### config.mk
export PLATFORM = sky130hd
export DESIGN_NAME = ucsbece152a_tl_sched
export DESIGN_NICKNAME = d
export VERILOG_FILES = /design/src/rtl/ucsbece152a_tl_pkg.sv /design/src/rtl/ucsbece152a_tl_debounce.sv /design/src/rtl/ucsbece152a_tl_sched.sv
export SDC_FILE = /design/constraint.sdc
export NUM_CORES = 1
export LEC_CHECK = 0
export ABC_AREA = 1
export BUFFER_PORTS_ARGS = -buffer_cell sky130_fd_sc_hd__buf_2
export CELL_PAD_IN_SITES_DETAIL_PLACEMENT = 1
export CELL_PAD_IN_SITES_GLOBAL_PLACEMENT = 1
export CORE_UTILIZATION = 45
export DETAILED_ROUTE_END_ITERATION = 10
export GPL_ROUTABILITY_DRIVEN = 0
export MAX_ROUTING_LAYER = met4
export PLACE_DENSITY = 0.75
export SYNTH_ARGS = -nofsm -noshare
export SYNTH_HDL_FRONTEND = slang
export SYNTH_SLANG_ARGS = --single-unit
### constraint.sdc
create_clock -name clk -period 2.09 [get_ports clk]
set_clock_uncertainty 0.15 [all_clocks]
set_input_delay 0.1045 -clock clk [delete_from_list [all_inputs] [get_ports clk]]
set_output_delay 0.1045 -clock clk [all_outputs]
set_load 0.01 [all_outputs]
### src/rtl/ucsbece152a_tl_pkg.sv
// rtl/ucsbece152a_tl_pkg.sv - shared taillight mode/step types for scheduler and pattern stage
package ucsbece152a_tl_pkg;

    typedef enum logic [1:0] {
        IDLE   = 2'd0,
        LEFT   = 2'd1,
        RIGHT  = 2'd2,
        HAZARD = 2'd3
    } mode_t;

    localparam logic [1:0] STEP_OFF  = 2'd0;
    localparam logic [1:0] STEP_LAST = 2'd3;

    // Simultaneous left+right is treated as a hazard request.
    function automatic mode_t arbitrate(input logic hazard, input logic left, input logic right);
        mode_t m;
        if (hazard || (left && right)) begin
            m = HAZARD;
        end else if (left) begin
            m = LEFT;
        end else if (right) begin
            m = RIGHT;
        end else begin
            m = IDLE;
        end
        return m;
    endfunction

endpackage

### src/rtl/ucsbece152a_tl_debounce.sv
// rtl/ucsbece152a_tl_debounce.sv - 2-flop synchronizer plus optional stability debouncer (TL_SCHED_DEBOUNCE_EN)
module ucsbece152a_tl_debounce #(
    parameter int DB_CYCLES = 4
) (
    input  logic clk,
    input  logic rst_n,
    input  logic din,
    output logic dout
);

    logic [1:0] sync;

    always_ff @(posedge clk or negedge rst_n) begin
        if (!rst_n) begin
            sync <= '0;
        end else begin
            sync <= {sync[0], din};
        end
    end

`ifdef TL_SCHED_DEBOUNCE_EN
    localparam int CW = (DB_CYCLES > 1) ? $clog2(DB_CYCLES) : 1;
    localparam logic [CW-1:0] CNT_MAX = CW'(DB_CYCLES - 1);

    logic [CW-1:0] cnt;

    // Count consecutive disagreeing cycles; any agreement restarts the window.
    always_ff @(posedge clk or negedge rst_n) begin
        if (!rst_n) begin
            cnt  <= '0;
            dout <= 1'b0;
        end else if (sync[1] != dout) begin
            if (cnt == CNT_MAX) begin
                dout <= sync[1];
                cnt  <= '0;
            end else begin
                cnt <= cnt + CW'(1);
            end
        end else begin
            cnt <= '0;
        end
    end
`else
    logic unused_db;

    assign dout      = sync[1];
    assign unused_db = ^DB_CYCLES;
`endif

endmodule

### src/rtl/ucsbece152a_tl_sched.sv
// rtl/ucsbece152a_tl_sched.sv - taillight input arbitration, step sequencer, tick prescaler and PWM dimmer
module ucsbece152a_tl_sched
    import ucsbece152a_tl_pkg::*;
#(
    parameter int TICK_DIV   = 12500000,
    parameter int PWM_PERIOD = 16,
    parameter int PWM_DUTY   = 4,
    parameter int DB_CYCLES  = 4
) (
    input  logic       clk,
    input  logic       rst_n,
    input  logic       left_i,
    input  logic       right_i,
    input  logic       hazard_i,
    input  logic       brake_i,
    output logic [1:0] mode_o,
    output logic [1:0] step_o,
    output logic       tick_o,
    output logic       brake_o,
    output logic       clk_dimmer_o
);

    localparam int TW = $clog2(TICK_DIV);
    localparam int PW = $clog2(PWM_PERIOD);
    localparam logic [TW-1:0] TICK_MAX = TW'(TICK_DIV - 1);
    localparam logic [PW-1:0] PWM_MAX  = PW'(PWM_PERIOD - 1);

    logic          left, right, hazard;
    logic [TW-1:0] tick_cnt;
    logic [PW-1:0] pwm_cnt;
    logic [1:0]    step;
    mode_t         mode;
    mode_t         req;

    ucsbece152a_tl_debounce #(.DB_CYCLES(DB_CYCLES)) u_db_left (
        .clk(clk), .rst_n(rst_n), .din(left_i), .dout(left));
    ucsbece152a_tl_debounce #(.DB_CYCLES(DB_CYCLES)) u_db_right (
        .clk(clk), .rst_n(rst_n), .din(right_i), .dout(right));
    ucsbece152a_tl_debounce #(.DB_CYCLES(DB_CYCLES)) u_db_hazard (
        .clk(clk), .rst_n(rst_n), .din(hazard_i), .dout(hazard));
    ucsbece152a_tl_debounce #(.DB_CYCLES(DB_CYCLES)) u_db_brake (
        .clk(clk), .rst_n(rst_n), .din(brake_i), .dout(brake_o));

    assign req    = arbitrate(hazard, left, right);
    assign tick_o = (tick_cnt == TICK_MAX);

    always_ff @(posedge clk or negedge rst_n) begin
        if (!rst_n) begin
            tick_cnt <= '0;
        end else begin
            tick_cnt <= tick_o ? '0 : tick_cnt + TW'(1);
        end
    end

    // Mode is only re-sampled at the off frame, so a started sequence always runs to completion.
    always_ff @(posedge clk or negedge rst_n) begin
        if (!rst_n) begin
            mode <= IDLE;
            step <= STEP_OFF;
        end else if (tick_o) begin
            if (step == STEP_OFF) begin
                mode <= req;
                step <= (req != IDLE) ? 2'd1 : STEP_OFF;
            end else if (step == STEP_LAST) begin
                step <= STEP_OFF;
            end else begin
                step <= step + 2'd1;
            end
        end
    end

    always_ff @(posedge clk or negedge rst_n) begin
        if (!rst_n) begin
            pwm_cnt      <= '0;
            clk_dimmer_o <= 1'b0;
        end else begin
            pwm_cnt      <= (pwm_cnt == PWM_MAX) ? '0 : pwm_cnt + PW'(1);
            clk_dimmer_o <= (int'(pwm_cnt) < PWM_DUTY);
        end
    end

    assign mode_o = mode;
    assign step_o = step;

endmodule

==> results of run 1 <==
[what timing repair did]
action | 4_1_cts | 5_1_grt
hold buffers | 5 | 0
resized for setup | 0 | 1
endpoints found under the setup margin | 0 | 1
endpoints found under the hold margin | 29 | 0
[metal layers]
metal	vias up	GRT usage	part of all wire
li1	814	-	-
met1	795	0.273	0.43
met2	21	0.388	0.52
met3	7	0.0305	0.026
met4	0	0.102	0.018
met5	-	-	0
[where the power goes]
part / internal (mW) / total, mW / switching, mW
clock: 0.475 / 0.765 / 0.291
sequential: 0.800 / 0.803 / 0.00310
combinational: 0.0142 / 0.0361 / 0.0219
total: 1.29 / 1.60 / 0.316
[stage by stage]
| stage | worst slack, ns | total power, mW |
|---|---|---|
| 6_report | 0.156 | 1.60 |
| 5_1_grt | 0.00681 | 1.66 |
| 4_1_cts | 0.0774 | 1.62 |
| 3_5_place_dp | 0.358 | 0.849 |
| 3_3_place_gp | 0.399 | 0.847 |
| 2_1_floorplan | 0.645 | 0.822 |
[flip-flops by register name (all words and copies together) (netlist names)]
name and flops:
tick_cnt 24, pwm_cnt 4, mode_o 2, step_o 2, u_db_brake.sync 2, u_db_hazard.sync 2
u_db_left.sync 2, u_db_right.sync 2, clk_dimmer_o 1
[critical path: stages (launching register included)]
cell	delay, ns
dfrtp_1	0.37
ha_1	0.22
nand2_1	0.11
nor2_4	0.15
nand2_1	0.11
nor2_4	0.13
nand2_4	0.11
clkinv_4	0.07
buf_2	0.12
[cell type report]
| cell class | count | area share |
|---|---|---|
| well taps | 52 | 0.0275 |
| inverters | 27 | 0.0450 |
| clock inverters | 3 | 0.0275 |
| clock buffers | 5 | 0.0291 |
| repair buffers | 19 | 0.0529 |
| multi-input cells | 178 | 0.384 |
| flip-flops and latches | 41 | 0.434 |
[cells in the final DEF (no fill, tap or decap)]
cell / synthesis / routed
nand3b_2: 1 / 1
nand2_1: 64 / 64
nand2_4: 1 / 1
buf_2: 0 / 12
nor2_2: 5 / 4
and2_1: 2 / 2
a31o_2: 1 / 1
nor3_1: 1 / 1
nand4_1: 4 / 4
a21oi_1: 5 / 5
nand3b_1: 1 / 1
xor2_1: 11 / 11
buf_4: 0 / 2
ha_1: 4 / 4
inv_1: 26 / 26
dfrtp_1: 41 / 41
nor2_1: 47 / 47
clkinv_2: 0 / 1
nand3_1: 17 / 17
nand2_2: 3 / 3
o21ai_1: 1 / 1
clkbuf_8: 0 / 5
bufinv_16: 0 / 2
dlygate4sd3_1: 0 / 5
clkinv_4: 1 / 1
o22ai_1: 1 / 1
o21ai_2: 1 / 1
or2_2: 1 / 1
nor2_4: 6 / 7
o21ai_0: 1 / 1
[cell families (layout without fill, tap and decap cells)]
kind of cell | after synthesis | after routing | synth area share
compound gates | 10 | 10 | 0.0289
xor+xnor | 11 | 11 | 0.0473
fa+ha+maj | 4 | 4 | 0.0246
buf+inv | 27 | 54 | 0.0522
flops | 41 | 41 | 0.504
simple gates | 153 | 153 | 0.343
[worst paths after layout]
check	endpoint	cells past startpoint
worst max-delay path	tick_o	8
worst min-delay path	tick_cnt[18]$_DFF_PN0_	2
worst max register to register	tick_cnt[22]$_DFF_PN0_	8
min in group clk	u_db_brake.sync[1]$_DFF_PN0_	0
max in group asynchronous	tick_cnt[21]$_DFF_PN0_	3
worst min register to register	u_db_brake.sync[1]$_DFF_PN0_	0
==> results summary, run 1 <==
The flow ran to the end, and the final reports show no timing, DRC or antenna violations. Dividing total power by cell area gives a power density of 679 nW/um2. The number of buffers added by the clock tree synthesis step is 5. Compared with the post-synthesis result, the final layout area differs by 16.2%.

The number of buffers added on ports came out at 12. The residual antenna-violating net count after detailed routing came out at 0. The area of the core is 4350 um2. After synthesis, the most frequently instantiated cells are nand2_1 (64), nor2_1 (47), dfrtp_1 (41).

Entering global routing, the biggest net connects 28 pins. After clock tree synthesis, the clock-pin slew on the worst setup and hold paths is 0.08 ns. For the worst setup path, the data required time is 1.84 ns. After detailed routing, the number of vias per cell comes to 5.04.

At the worst endpoint, the arrival time is 1.68 ns. The number of max-capacitance violations reported came out at 0. The maximum frequency from static timing analysis is 517 MHz. The register cell area after layout came out at 1030 um2. The worst setup path is launched from a register. The number of enable flip-flop cells after synthesis is 0. The number of diodes added for antenna fixing came out at 0. After detailed routing, the number of remaining DRC violations is 0.

The net count after synthesis came out at 256. The final-report hold violation count is 0. The TritonCTS clock tree is done. The startpoint identified for the worst register-to-register timing path is tick_cnt[0]$_DFF_PN0_. The number of max-slew violations in the final report is 0. The most instantiated flip-flop cell in the synthesis netlist is dfrtp_1. The initial standard-cell utilization of the core came out at 0.468. The kind of critical path is register to output pin. The cell count after synthesis came out at 246. The multi-input logic area came out at 908 um2. The TritonCTS sink count is 41.

The worst-case clock buffer depth is 2. The kind of end point of the critical path is an output pin. The reg2reg setup slack is 0.45 ns. The via count came out at 1637. The worst hold slack after final layout came out at 0.193 ns. The worst-margin pin slew is 0.615 ns. The die covers 4800 um2.

The worst IR drop on VDD came out at 0.000459 V. The instance count after placement with tap cells included is 312. The synthesized area per cell came out at 8.28 um2. Excluding fillers, the count of instances in the completed layout stands at 325. Counting distinct cell types in the post-synthesis netlist gives 24. The number of design-rule violations left by the first detailed-router iteration is 86. The total global routing overflow came out at 0. In this run the worst setup path begins at tick_cnt[0]$_DFF_PN0_. The time the final worst path needs with I/O delays and setup came out at 1.93 ns. The number of antenna violations at the first check in global routing is 0. Of the synthesized area, sequential elements account for 0.504.

The fraction of the core area covered by cells at the end of the flow is 0.543. The post-route setup TNS came out at 0 ns. The combined area of all synthesized cells came out at 2040 um2. The pre-antenna-repair detailed-routing pass consisted of 4 iterations. The cell area after placement came out at 2180 um2. The number of fillers in the final layout came out at 555. Setup repair after global routing left no endpoint under its margin. The deepest level of the CTS H-tree came out at 2.

The count of standard-cell rows came out at 24. The via count of the first global-routing pass came out at 1734. dfrtp_1 takes more of the synthesized area than any other cell.

The share of synthesized area in the top cell type comes to 0.504. The number of nets in the layout came out at 282. The number of I/O pins came out at 13.

The ratio of cells with drive above 1 in the final layout is 0.154. The routed wirelength normalized by instance count is 14.5 um. The class of the tightest hold or removal check is input port to async pin. The half-perimeter wire length after placement came out at 3.39 mm. The later pin in the worst-skew pair is clocked with a latency of 0.30 ns. The Yosys step of the flow raised 0 warnings. The final worst-path cycle share is 0.925. The total global-route track usage is 0.230. The post-detailed-routing wire length is 4.71 mm. The maximum fanout along the worst path came out at 8. The share of flip-flops with an asynchronous set or reset after synthesis came out at 1.00. The leading cell type by number of instances after synthesis is nand2_1. The final non-filler cell area came out at 2360 um2. The worst pin sits at a relative slew slack of 0.590. The number of post-CTS setup repair buffers came out at 0. The count of final setup violators came out at 0.

The root buffer selected by CTS is clkbuf_8. The horizontal die dimension came out at 69.3 um. The register bit total from synthesis is 41.

The first-pass GRT wire length came out at 8.23 mm. After synthesis, the cell types taking the most area are dfrtp_1 (50%), nand2_1 (12%), nor2_1 (8.7%). The leakage power total came out at 1.20 nW. The y dimension of the die came out at 69.3 um.
(Power assumes the default switching activity.)
==> run 2, diff against run 1 <==
- CELL_PAD_IN_SITES_DETAIL_PLACEMENT: 1 -> 0
- CELL_PAD_IN_SITES_GLOBAL_PLACEMENT: 1 -> 2
- CORE_UTILIZATION: 45 -> 33
- GPL_TIMING_DRIVEN: not set -> 0
- PLACE_DENSITY: 0.75 -> 0.72
- clock period: 2.09 -> 1.75 ns (I/O delays scaled with it)
==> results summary, run 2 (synthesis gave the netlist of run 1 again) <==
The first-pass GRT wire length is 7.31 mm (-11%). The clock group share of total power is 0.441 (-0.036). The TritonCTS sink count came to 41 (unchanged). The startpoint type of the worst setup path is a register. The power per unit of standard cell area is 703 nW/um2 (+3.6%). The maximum fanout along the worst path is 4 (-4). The ratio of cells with drive above 1 in the final layout was 0.236 (+0.0823). The initial standard-cell utilization of the core was 0.344 (-0.124). The number of I/O pins came out at 13 (unchanged). The power dissipated by switching net loads is 0.386 mW (+22%). The register with the most flip-flops in the final layout is tick_cnt. The residual antenna-violating net count after detailed routing came to 0 (unchanged). The maximum frequency from static timing analysis came out at 580 MHz. For this design, the slowest cell found on the critical path is dfrtp_1.

The post-detailed-routing wire length is 4.34 mm (-7.8%). The y dimension of the die is 80.5 um (+16%). The number of buffers added by the clock tree synthesis step is 5 (unchanged). The switching portion of total power came out at 0.216 (+0.0196). The root buffer selected by CTS is clkbuf_8.

The half-perimeter wire length after placement was 3.10 mm (-8.7%). The top cell types in the final layout, fill and taps aside, are nand2_1 (61), nor2_1 (44), dfrtp_1 (41), inv_1 (26), buf_4 (17). The number of max-slew violations in the final report is 0 (unchanged).

The via count is 1583 (-3.3%). The floorplan die area came out at 6490 um2 (+35%). The worst-case clock buffer depth is 2 (unchanged).

TritonCTS built the clock tree. The horizontal die dimension was 80.5 um (+16%). Traced cell by cell, the critical path runs through ha_2, nand2_2, nor2_4, nand2_2, nor2_4, nand2_4, clkinv_4, buf_6. The final non-filler cell area is 2540 um2 (+7.2%). The number of design rule violations left after detail routing is 0 (unchanged). The via count of the first global-routing pass is 1530 (-12%). The number of iterations in the first detailed-routing pass was 4 (unchanged). The leakage power total came out at 1.27 nW (+5.6%). The deepest level of the CTS H-tree is 2 (unchanged).

STA classifies the critical path endpoint as an output pin. The combinational cell fraction of total power came out at 0.021 (-0.002). The required time of the critical path came out at 1.51 ns (-0.33 ns). The count of final setup violators is 0 (unchanged).

The filler-free cell count of the finished design came out at 363 (+12%). Setup repair after global routing could not meet its margin everywhere. The instance count after placement with tap cells included came out at 333 (+6.7%). The flip-flop count of the largest register, all copies and words added came out at 24 (unchanged). The count of buffering cells on the critical path with inverters included was 2 (unchanged). The routed wirelength normalized by instance count is 12.0 um (-17%). The clock network latency to the later pin of the worst-skew pair is 0.30 ns (about the same). The worst IR drop on VDD came out at 0.000314 V (-32%). The synthesis-to-finish area growth is 24.6%.

The max-slew headroom at the worst pin was 0.390 (-0.200). The number of diodes added for antenna fixing came out at 0 (unchanged). The category of cells accounting for the largest share of critical-path delay is simple AND/OR/NAND/NOR gates.

In this run the worst hold path is classified as register to register. The signal arrival time at the worst endpoint was 1.49 ns (-0.19 ns). The ratio of routed vias to standard cells is 4.36 (-13%). The area of the core came out at 5920 um2 (+36%). The cell-internal power came out at 1.40 mW (+8.4%). The clock edge transition at the registers on the reported setup and hold paths is 0.08 ns (about the same). The clock period could shrink to 1.72 ns.

The number of buffers added on ports was 12 (unchanged). The largest registers in the layout are tick_cnt x24, pwm_cnt x4. The final worst-path cycle share is 0.985. The final-report hold violation count is 0 (unchanged). The number of nets in the layout came out at 297 (+5.3%). The total global-route track usage is 0.156 (-0.0735). The critical path is of the register to output pin type. The maximum number of pins on one net before global-route repair came out at 42 (+50%). The largest stage delay on the critical path is 0.36 ns (about the same).

The flow ran to the end, and the final reports show no timing, DRC or antenna violations. The total global routing overflow came out at 0 (unchanged). The count of standard-cell rows was 28 (+17%). Leaving out fill and tap cells, the most frequent cell in the layout is nand2_1. The number of design-rule violations left by the first detailed-router iteration is 70 (-19%). The number of antenna violations at the first check in global routing was 0 (unchanged). The sequential power share came out at 0.538 (+0.037).

The number of max-capacitance violations reported came to 0 (unchanged). The worst-margin pin slew came out at 0.914 ns (+0.300 ns). The cell area after placement came out at 2190 um2 (+0.63%). The post-route setup TNS was 0 ns (unchanged).
-- run 2: area by class of cell --
class | instances | area (um2)
inverters | 27 | 106
repair buffers | 34 | 244
well taps | 75 | 93.8
clock buffers | 5 | 68.8
multi-input cells | 178 | 951
clock inverters | 3 | 46.3
flip-flops and latches | 41 | 1030
fillers | 592 | 3380
-- run 2: through the flow --
| stage | util | hold slack [ns] | setup WS, ns | power [mW] |
|---|---|---|---|---|
| 6_report | 0.428 | 0.207 | 0.0267 | 1.78 |
| 5_1_grt | 0.428 | 0.212 | -0.0736 | 1.85 |
| 4_1_cts | 0.407 | 0.211 | -0.0489 | 1.81 |
| 3_5_place_dp | 0.370 | 0.0468 | 0.0134 | 1.01 |
| 3_3_place_gp | 0.370 | 0.0457 | 0.0235 | 1.01 |
| 2_1_floorplan | - | -0.358 | 0.305 | 0.982 |
-- run 2: what timing repair did --
item                       4_1_cts  5_1_grt
cloned                           0        0
setup endpoints to repair        2       20
gates resized for setup          5        9
pin swaps                        3        6
hold endpoints to repair        45        0
hold buffers                     5        0
buffers inserted                 5       12
-- run 2: worst reg2reg max path, cell delays in order, from the launching register on --
cell      delay (ns)
dfrtp_1         0.36
ha_2            0.19
buf_4           0.12
nand3_2         0.15
nor3_2          0.17
nand3b_2        0.20
nand2_1         0.12
nor2_1          0.05
-- run 2: final timing paths --
check,start,end,slack (ns),cells after the start
setup / recovery,tick_cnt[0]$_DFF_PN0_,tick_o,0.03,8
hold / removal,u_db_brake.sync[0]$_DFF_PN0_,u_db_brake.sync[1]$_DFF_PN0_,0.21,0
setup reg to reg,tick_cnt[0]$_DFF_PN0_,tick_cnt[21]$_DFF_PN0_,0.13,7
hold reg to reg,u_db_brake.sync[0]$_DFF_PN0_,u_db_brake.sync[1]$_DFF_PN0_,0.21,0
max in group asynchronous,rst_n,pwm_cnt[3]$_DFF_PN0_,0.57,2
min in group asynchronous,rst_n,tick_cnt[8]$_DFF_PN0_,0.30,2
-- run 2: layer usage --
metal | vias up | global-route usage | share of wire | wire, um
li1 | 844 | - | - | -
met1 | 712 | 0.207 | 0.51 | 2210
met2 | 20 | 0.235 | 0.45 | 1950
met3 | 7 | 0.0318 | 0.022 | 95
met4 | 0 | 0.0571 | 0.019 | 84
met5 | - | - | 0 | 0
-- run 2: power groups by stage --
stage	Combinational (mW)	Clock [mW]	Sequential, mW
2_1_floorplan	0.00414	0	0.978
3_3_place_gp	0.0323	0	0.977
3_5_place_dp	0.0321	0	0.978
4_1_cts	0.0409	0.811	0.959
5_1_grt	0.0446	0.846	0.960
6_report	0.0377	0.786	0.959
==> run 3, diff against run 2 <==
- CORE_UTILIZATION: 33 -> 36
- PLACE_DENSITY: 0.72 -> 0.75
- clock period: 1.75 -> 1.6 ns (I/O delays scaled with it)
==> results summary, run 3 (synthesis gave the netlist of run 1 again) <==
The cell area after placement is 2190 um2 (-0.17%). The number of iterations in the first detailed-routing pass is 4 (unchanged). STA classifies the critical path endpoint as an output pin. Leaving out fill and tap cells, the most frequent cell in the layout is nand2_1. The count of buffering cells on the critical path with inverters included is 3 (+1).

The library cell contributing the largest single delay on the critical path is dfrtp_1. The worst IR drop on VDD came out at 0.000470 V (+50%). The checks that failed: setup timing. The clock edge transition at the registers on the reported setup and hold paths came to 0.08 ns (about the same). Setup repair after global routing could not meet its margin everywhere. The number of design rule violations left after detail routing is 0 (unchanged). The reg2reg setup slack came out at -0.02 ns (-0.15 ns). The TritonCTS sink count was 41 (unchanged). The count of standard-cell rows is 27 (-3.6%). The flow ran to the end, but the final reports show violations. The worst setup path is of the register to output pin kind. The final-report hold violation count is 0 (unchanged). The leakage power total is 1.29 nW (+1.3%).

Ranked by flip-flop count, first place goes to tick_cnt. The launch instance of the worst min-delay path is u_db_brake.sync[0]$_DFF_PN0_. The maximum frequency from static timing analysis came out at 603 MHz.

The final non-filler cell area is 2550 um2 (+0.69%). The half-perimeter wire length after placement came out at 3.08 mm (-0.48%). The number of I/O pins was 13 (unchanged). The worst setup margin came out at -0.0582 ns (-0.0849 ns). The length in cells of the worst reg-to-reg path is 9 (+2).

The area of the core is 5470 um2 (-7.6%). The total global-route track usage is 0.171 (+0.0148). The number of max-slew violations in the final report is 0 (unchanged).

The worst hold path terminates at u_db_brake.sync[1]$_DFF_PN0_. The count of final setup violators came out at 5 (+5). The power per unit of standard cell area came out at 745 nW/um2 (+6.0%).

The deepest level of the CTS H-tree was 2 (unchanged). The post-detailed-routing wire length came out at 4.37 mm (+0.71%). The required time of the critical path came out at 1.37 ns (-0.14 ns). The max-slew headroom at the worst pin is 0.381 (-0.00952). The worst-margin pin slew came to 0.929 ns (+0.0143 ns). The number of max-capacitance violations reported came to 0 (unchanged). The final worst-path cycle share came out at 1.04. The first-pass GRT wire length came out at 7.52 mm (+2.8%). The largest stage delay on the critical path came out at 0.40 ns (+0.04 ns). The ratio of routed vias to standard cells came out at 4.40 (+1.0%). Subtracting the final worst setup slack from the clock period gives 1.66 ns. The multi-input logic area is 1000 um2 (+5.5%). The worst-case clock buffer depth came to 2 (unchanged). The number of buffers added by the clock tree synthesis step came out at 5 (unchanged).

Traced cell by cell, the critical path runs through inv_1, nand2_1, nor2_2, nand2_2, nor2_4, nand2_4, clkinv_4, buf_6. The number of fillers in the final layout came out at 578 (-2.4%). Among cell families on the critical path, the largest total delay comes from simple AND/OR/NAND/NOR gates. The number of cells on the worst hold path came out at 0 (unchanged). The floorplan die area came out at 5960 um2 (-8.1%).

The number of antenna violations at the first check in global routing came out at 0 (unchanged). The register cell area after layout is 1030 um2 (+0.24%). The total power draw is 1.90 mW (+6.7%).

In this run the critical register-to-register path is captured at mode_o[0]$_DFFE_PN0P_. The routed wirelength normalized by instance count was 12.3 um (+2.7%). In the final layout, the registers with the most flip-flops are tick_cnt x24, pwm_cnt x4. The number of diodes added for antenna fixing came out at 0 (unchanged). The maximum fanout along the worst path is 3 (-1). The pre-CTS setup slack came out at -0.174 ns (-0.187 ns). The ratio of cells with drive above 1 in the final layout came out at 0.250 (+0.0139). TritonCTS built the clock tree. In this run the critical register-to-register path is launched from tick_cnt[0]$_DFF_PN0_. In this run the worst hold path is classified as register to register. The cell sitting at the root of the clock tree is a clkbuf_8. The number of buffers added on ports was 12 (unchanged). The horizontal die dimension is 77.2 um (-4.2%). The startpoint type of the worst setup path is a register. The via count of the first global-routing pass came out at 1540 (+0.65%). The via count is 1568 (-0.95%).

The clock network latency to the later pin of the worst-skew pair is 0.29 ns (about the same). The y dimension of the die was 77.2 um (-4.2%). The signal arrival time at the worst endpoint was 1.43 ns (-0.06 ns). The flip-flop count of the largest register, all copies and words added was 24 (unchanged). The residual antenna-violating net count after detailed routing came out at 0 (unchanged).

The total global routing overflow was 0 (unchanged). The synthesis-to-finish area growth came out at 25.4%. The maximum number of pins on one net before global-route repair is 42 (unchanged). The post-route setup TNS is -0.102 ns (-0.102 ns).

The number of design-rule violations left by the first detailed-router iteration came out at 62 (-11%). The initial standard-cell utilization of the core is 0.372 (+0.0281). The worst hold slack after final layout is 0.200 ns (-0.00703 ns). The number of nets in the layout is 294 (-1.0%). The top cell types in the final layout, fill and taps aside, are nand2_1 (61), nor2_1 (41), dfrtp_1 (39), inv_1 (26), buf_4 (14).
-- run 3: routing by layer --
metal  track usage  up-vias  wire (um)
met5             -        -          0
met3        0.0357        5        101
met1         0.222      706       2260
met4        0.0623        0         49
li1              -      839          -
met2         0.262       18       1960
-- run 3: repair_timing --
item,in CTS,in global routing
resized for setup,21,7
buffers inserted,7,9
hold buffers,5,0
hold endpoints to repair,45,0
gates cloned,0,0
setup endpoints to repair,22,23
pin swaps,7,5
-- run 3: area by class of cell --
class	count	share of cell area
clock buffer	5	0.0269
clock inverter	2	0.0137
inverter	27	0.0416
multi-input combinational	178	0.393
sequential	41	0.403
tap	72	0.0353
timing repair buffer	31	0.0867
-- run 3: worst max-delay path by stage --
stage / from / end / slack (ns) / depth (start not counted)
floorplan: tick_cnt[0]$_DFF_PN0_ / step_o[0]$_DFFE_PN0N_ / 0.15 / 8
global placement: tick_cnt[0]$_DFF_PN0_ / tick_cnt[20]$_DFF_PN0_ / -0.14 / 8
detailed placement: tick_cnt[0]$_DFF_PN0_ / mode_o[0]$_DFFE_PN0P_ / -0.17 / 8
CTS: tick_cnt[1]$_DFF_PN0_ / tick_o / -0.11 / 8
global route: tick_cnt[0]$_DFF_PN0_ / tick_o / -0.16 / 8
finish: tick_cnt[16]$_DFF_PN0_ / tick_o / -0.06 / 8
-- run 3: through the flow --
stage                     utilization  cells
final                           0.467    356
after global routing            0.467    356
after global placement          0.399    330
after detailed placement        0.399    330
after CTS                       0.454    349
after floorplan                     -    246
-- run 3: report_power, final --
group / internal [mW] / leakage [nW] / switching [mW]
combinational: 0.0154 / 0.705 / 0.0266
sequential: 1.05 / 0.527 / 0.00299
clock: 0.454 / 0.0540 / 0.359
total: 1.51 / 1.29 / 0.388
